File: config.mk
export PLATFORM = sky130hd
export DESIGN_NAME = write_pointer_full
export DESIGN_NICKNAME = d
export VERILOG_FILES = /design/src/rtl/write_pointer_full_pkg.sv /design/src/rtl/write_pointer_full_sync_2ff.sv /design/src/rtl/write_pointer_full.sv
export SDC_FILE = /design/constraint.sdc
export NUM_CORES = 1
export LEC_CHECK = 0
export CAP_MARGIN = 25
export CORE_ASPECT_RATIO = 0.7
export CORE_UTILIZATION = 35
export CTS_CLUSTER_DIAMETER = 30
export DETAILED_ROUTE_END_ITERATION = 10
export PLACE_DENSITY_LB_ADDON = 0.25
export SETUP_SLACK_MARGIN = 0.1
export SLEW_MARGIN = 5
export SYNTH_ARGS = -nofsm -noshare
export SYNTH_HDL_FRONTEND = slang
export SYNTH_HIERARCHICAL = 1
export SYNTH_SLANG_ARGS = --single-unit
export TNS_END_PERCENT = 30
File: constraint.sdc
create_clock -name w_clk -period 2.7 [get_ports w_clk]
set_clock_uncertainty 0.1 [all_clocks]
set_input_delay 0.54 -clock w_clk [delete_from_list [all_inputs] [get_ports w_clk]]
set_output_delay 0.54 -clock w_clk [all_outputs]
set_load 0.01 [all_outputs]
File: src/rtl/write_pointer_full_pkg.sv
// Shared FIFO pointer helpers: Gray/binary conversion and depth derivation.
// Used by both the write-side and read-side pointer blocks.
// Functions work on a wide container; callers cast to their pointer width.
package write_pointer_full_pkg;

   localparam int PTR_MAX = 32;

   function automatic logic [PTR_MAX-1:0] bin2gray(input logic [PTR_MAX-1:0] b);
      return (b >> 1) ^ b;
   endfunction

   // Each binary bit is the XOR of its own and every higher Gray bit.
   function automatic logic [PTR_MAX-1:0] gray2bin(input logic [PTR_MAX-1:0] g);
      logic [PTR_MAX-1:0] b;
      b = g;
      for (int i = 1; i < PTR_MAX; i++) begin
         b = b ^ (g >> i);
      end
      return b;
   endfunction

   // One pointer bit is the wrap bit; the rest address the memory.
   function automatic int fifo_depth(input int pwidth);
      return 1 << (pwidth - 1);
   endfunction

endpackage

File: src/rtl/write_pointer_full_sync_2ff.sv
// Two-flop synchroniser for a Gray-coded pointer crossing into clk.
// Latency: two clk edges; no backpressure.
// Purely registers between the flops so every bit resolves independently.
module sync_2ff #(
   parameter int width = 4
) (
   input  logic             clk,
   input  logic             rst_n,
   input  logic [width-1:0] d_i,
   output logic [width-1:0] q_o
);

   logic [width-1:0] rq1_q;
   logic [width-1:0] rq2_q;

   // Plain two-stage capture chain, cleared asynchronously.
   always_ff @(posedge clk or negedge rst_n) begin
      if (!rst_n) begin
         rq1_q <= '0;
         rq2_q <= '0;
      end else begin
         rq1_q <= d_i;
         rq2_q <= rq1_q;
      end
   end

   assign q_o = rq2_q;

endmodule

File: src/rtl/write_pointer_full.sv
// Write-side FIFO pointer: binary/Gray write pointer, full, almost_full, occupancy, sticky overflow.
// Latency: full asserts on the accepting edge; deasserts 3 edges after the read pointer moves.
// Backpressure: writes are rejected while full (pointer holds, overflow is latched).
module write_pointer_full
   import write_pointer_full_pkg::*;
#(
   parameter int pwidth    = 4,
   parameter int af_thresh = 1
) (
   input  logic              w_clk,
   input  logic              w_rst,
   input  logic              w_en,
   input  logic [pwidth-1:0] g_rptr,
   output logic [pwidth-1:0] b_wptr,
   output logic [pwidth-1:0] g_wptr,
   output logic              full,
   output logic              almost_full,
   output logic [pwidth-1:0] w_count,
   output logic              overflow
);

   localparam int DEPTH = fifo_depth(pwidth);
   // Full pattern: Gray pointers differ only in their two MSBs.
   localparam logic [pwidth-1:0] FULL_MASK = pwidth'(3) << (pwidth - 2);

   logic [pwidth-1:0] rq2;
   logic [pwidth-1:0] b_wptr_q, b_wptr_d;
   logic [pwidth-1:0] g_wptr_q, g_wptr_d;
   logic [pwidth-1:0] w_count_q, w_count_d;
   logic              full_q, full_d;
   logic              af_q, af_d;
   logic              ovf_q, ovf_d;
   logic              accept;
   logic [pwidth-1:0] rbin;
   int                free_slots;

   sync_2ff #(.width(pwidth)) u_rptr_sync (
      .clk   (w_clk),
      .rst_n (w_rst),
      .d_i   (g_rptr),
      .q_o   (rq2)
   );

   // Next pointer, flags and occupancy, all derived from the same next pointer and synced read pointer.
   always_comb begin
      accept     = w_en & ~full_q;
      b_wptr_d   = b_wptr_q + pwidth'(accept);
      g_wptr_d   = pwidth'(bin2gray(PTR_MAX'(b_wptr_d)));
      rbin       = pwidth'(gray2bin(PTR_MAX'(rq2)));
      w_count_d  = b_wptr_d - rbin;
      full_d     = (g_wptr_d == (rq2 ^ FULL_MASK));
      free_slots = DEPTH - int'(w_count_d);
      af_d       = (free_slots <= af_thresh) | full_d;
      ovf_d      = ovf_q | (w_en & full_q);
   end

   // State registers; reset discards all pointer state immediately.
   always_ff @(posedge w_clk or negedge w_rst) begin
      if (!w_rst) begin
         b_wptr_q  <= '0;
         g_wptr_q  <= '0;
         w_count_q <= '0;
         full_q    <= 1'b0;
         af_q      <= 1'b0;
         ovf_q     <= 1'b0;
      end else begin
         b_wptr_q  <= b_wptr_d;
         g_wptr_q  <= g_wptr_d;
         w_count_q <= w_count_d;
         full_q    <= full_d;
         af_q      <= af_d;
         ovf_q     <= ovf_d;
      end
   end

   assign b_wptr      = b_wptr_q;
   assign g_wptr      = g_wptr_q;
   assign w_count     = w_count_q;
   assign full        = full_q;
   assign almost_full = af_q;
   assign overflow    = ovf_q;

endmodule

==> metrics.yaml <==
outcome:
  status: "complete, no violations"
yosys:
  synthFlopType: "dfrtp_1"
  ys_warn_count: 6
  synthSimpleGateAreaFrac_pct: 7.41
  synthXorXnorAreaFrac_pct: 15.6
  synth_area_um2: 928
  synth_compound_area_share_pct: 7.01
  yosys-mux-area-fraction_pct: 0
  synthArstFlopShare_pct: 100
  synth_edf_count: 0
  avgSynthCellArea_um2: 13.3
  synth_fa_ha_area_share_pct: 6.20
  ys_ff_latch: 22
  ys_seq_area_share_pct: 59.3
  synth.distinct_cells: 27
  syn-num-nets: 81
  synthCells: 70
  synth_top_family_by_area: "XOR/XNOR gates"
critical_path:
  critPathTopFamily: "compound AO/OA/AOI/OAI gates"
  path_class: "in -> reg"
  worstSetupEndpointType: "flop"
  crit_required_ps: 2730
  worst_path_largest_cell_delay_ps: 480
  startpoint_type: "input port"
  crit_fanout: 2
  crit_top_cell: "ha_1"
  cpMaxStageDelayCell: "clkdlybuf4s50_1"
  cp.buffers_inverters: 2
  worstPathArrival_ps: 2530
  crit_chain: "clkdlybuf4s50_1 > nand3b_1 > inv_1 > ha_1 > ha_1 > nor2b_4 > o21ai_2 > a211oi_2 > o21a_1 > o211ai_1"
route:
  viasPerCell: 4.35
  drt_iter0_drc: 2
  ant_nets: 0
  drt_pass1_iterations: 3
  vias: 583
  routedWlPerCell_um: 11.9
  drt_wl_total_um: 1600
  drc_errors: 0
power_and_ir_drop:
  p_total_mw: 1.80
  peakVddDrop_mv: 0.494
  power.density_mw_per_mm2: 1350
  leakage_nw: 0.598
grt:
  gr-total-overflow: 0
  grt_pass1_wl_um: 2420
  grt_pass1_vias: 551
  grt_max_degree: 23
  grt.total_usage_pct: 12.0
  antenna_found_initial: 0
timing:
  worstMarginPinSlew_ps: 354
  setup-tns-final_ps: 0
  finalCritPeriodShare_pct: 92.5
  rsz0062_at_grt: "no"
  setup_viol: 0
  fin_crit_ps: 2500
  hold_viol_final: 0
  clock.fmax_ghz: 0.400
  slew_headroom_pct: 76.3
  drv_slew: 0
cts:
  cts_hold_buf: 0
  cts_inserted_buffers: 3
  clk_latency_ps: 260
  cts_buffer_depth: 2
  clkTransAtPathRegs_ps: 80
  root_buffer: "clkbuf_8"
  cts_max_level: 1
  cts_sinks: 22
  cts_tree: "yes"
finish:
  drive_above_1_share_pct: 21.0
  stdcell_count: 134
  area_growth_pct: 43.5
  layout.nets: 112
  diodes: 0
die:
  core_area_mm2: 0.00248
  start_util_pct: 37.5
  fp-row-count: 15
  fp.dieW_um: 63.6
  io_pins: 22
  dieArea_mm2: 0.00287
  die_h_um: 45.1
placed_design:
  gp_congestion: 0.805
  dpl.cell_count: 129
  hpwl_um: 1060
  portBuffers: 21
flow_run:
  maxCapViolCount: 0
min_path:
  holdCritPathClass: "reg -> reg"
[per-stage QoR]
| stage | util, % | worst slack, ps | area, µm² | hold WS [ps] |
|---|---|---|---|---|
| after detailed placement | 49.0 | -220 | 1210 | 235 |
| after global routing | 53.8 | 96.4 | 1330 | 259 |
| after floorplan | - | 367 | 928 | 144 |
| after CTS | 51.9 | 115 | 1290 | 253 |
| after global placement | 49.0 | -171 | 1210 | 232 |
| final | 53.8 | 202 | 1330 | 252 |
[cells in the mapped netlist, types with 2 or more instances]
| cell type | number | area share (%) |
|---|---|---|
| xnor2_1 | 11 | 10 |
| a211oi_1 | 2 | 1.6 |
| o211ai_1 | 2 | 1.6 |
| dfrtp_1 | 22 | 59 |
| o21ai_0 | 2 | 1.1 |
| nor2b_1 | 2 | 1.3 |
| ha_1 | 3 | 4.0 |
| inv_1 | 7 | 2.8 |
[layout make-up]
type,instances,area (µm²)
inverters,8,30.0
clock inverters,1,30.0
clock buffers,3,41.3
fillers,229,1140
multi-input cells,38,375
well taps,34,42.5
repair buffers,28,263
flip-flops and latches,22,551
[final timing paths]
check                                          startpoint                           end  cells past startpoint  slack [ps]
max in group asynchronous                           w_rst  u_rptr_sync/q_o[0]$_DFF_PN0_                      2        1760
setup / recovery                                     w_en         almost_full$_DFF_PN0_                     10         200
hold / removal             u_rptr_sync/rq1_q[3]$_DFF_PN0_  u_rptr_sync/q_o[3]$_DFF_PN0_                      0         250
hold reg to reg            u_rptr_sync/rq1_q[3]$_DFF_PN0_  u_rptr_sync/q_o[3]$_DFF_PN0_                      0         250
min in group asynchronous                           w_rst           b_wptr[3]$_DFF_PN0_                      2         530
setup reg to reg             u_rptr_sync/q_o[2]$_DFF_PN0_         almost_full$_DFF_PN0_                      9         270
[state kept, by name, summed over array words and instances (netlist names)]
name and flops:
u_rptr_sync/rq1_q 4, overflow 1, full 1, b_wptr 4, u_rptr_sync/q_o 4, almost_full 1, w_count 4, g_wptr 3
[placed cells by master, fill, tap and decap left out]
cell,instances
a211oi_1,1
a211oi_2,1
a21o_1,1
and2_1,1
and4_1,1
buf_4,7
bufinv_16,1
clkbuf_8,3
clkdlybuf4s50_1,21
dfrtp_1,22
fa_1,1
ha_1,2
ha_2,1
inv_1,7
inv_2,1
nand2_1,1
nand3_1,1
nand3b_1,1
nor2_1,1
nor2b_1,1
nor2b_4,1
nor3_2,2
o211a_1,1
o211ai_1,2
o21a_1,1
o21ai_0,1
o21ai_2,1
or3_1,1
xnor2_1,9
xnor2_2,3
xor2_1,1
xor3_1,1
[logic make-up (layout without fill, tap and decap cells)]
kind of cell,count (synthesis),after routing
flops,22,22
xor+xnor,14,14
simple gates,11,11
buf+inv,10,40
compound gates,9,9
fa+ha+maj,4,4
[metal layers]
layer / vias to the layer above / global-route usage, % / wire (µm)
met5: - / 0 / 0
met4: 0 / 2.73 / 10
met3: 2 / 5.30 / 86
met2: 17 / 20.4 / 814
met1: 277 / 14.4 / 687
li1: 287 / - / -
[what timing repair did]
item                       4_1_cts  5_1_grt
setup endpoints to repair        1        2
buffers inserted                 0        1
pin swaps                        1        3
cloned                           0        0
resized for setup                1        8
[report_power, final]
part	total (mW)	internal, mW	switching (mW)
combinational	1.00	0.550	0.452
sequential	0.497	0.446	0.0514
clock	0.297	0.198	0.0994
Note: power is estimated with default switching activity, not from simulation.
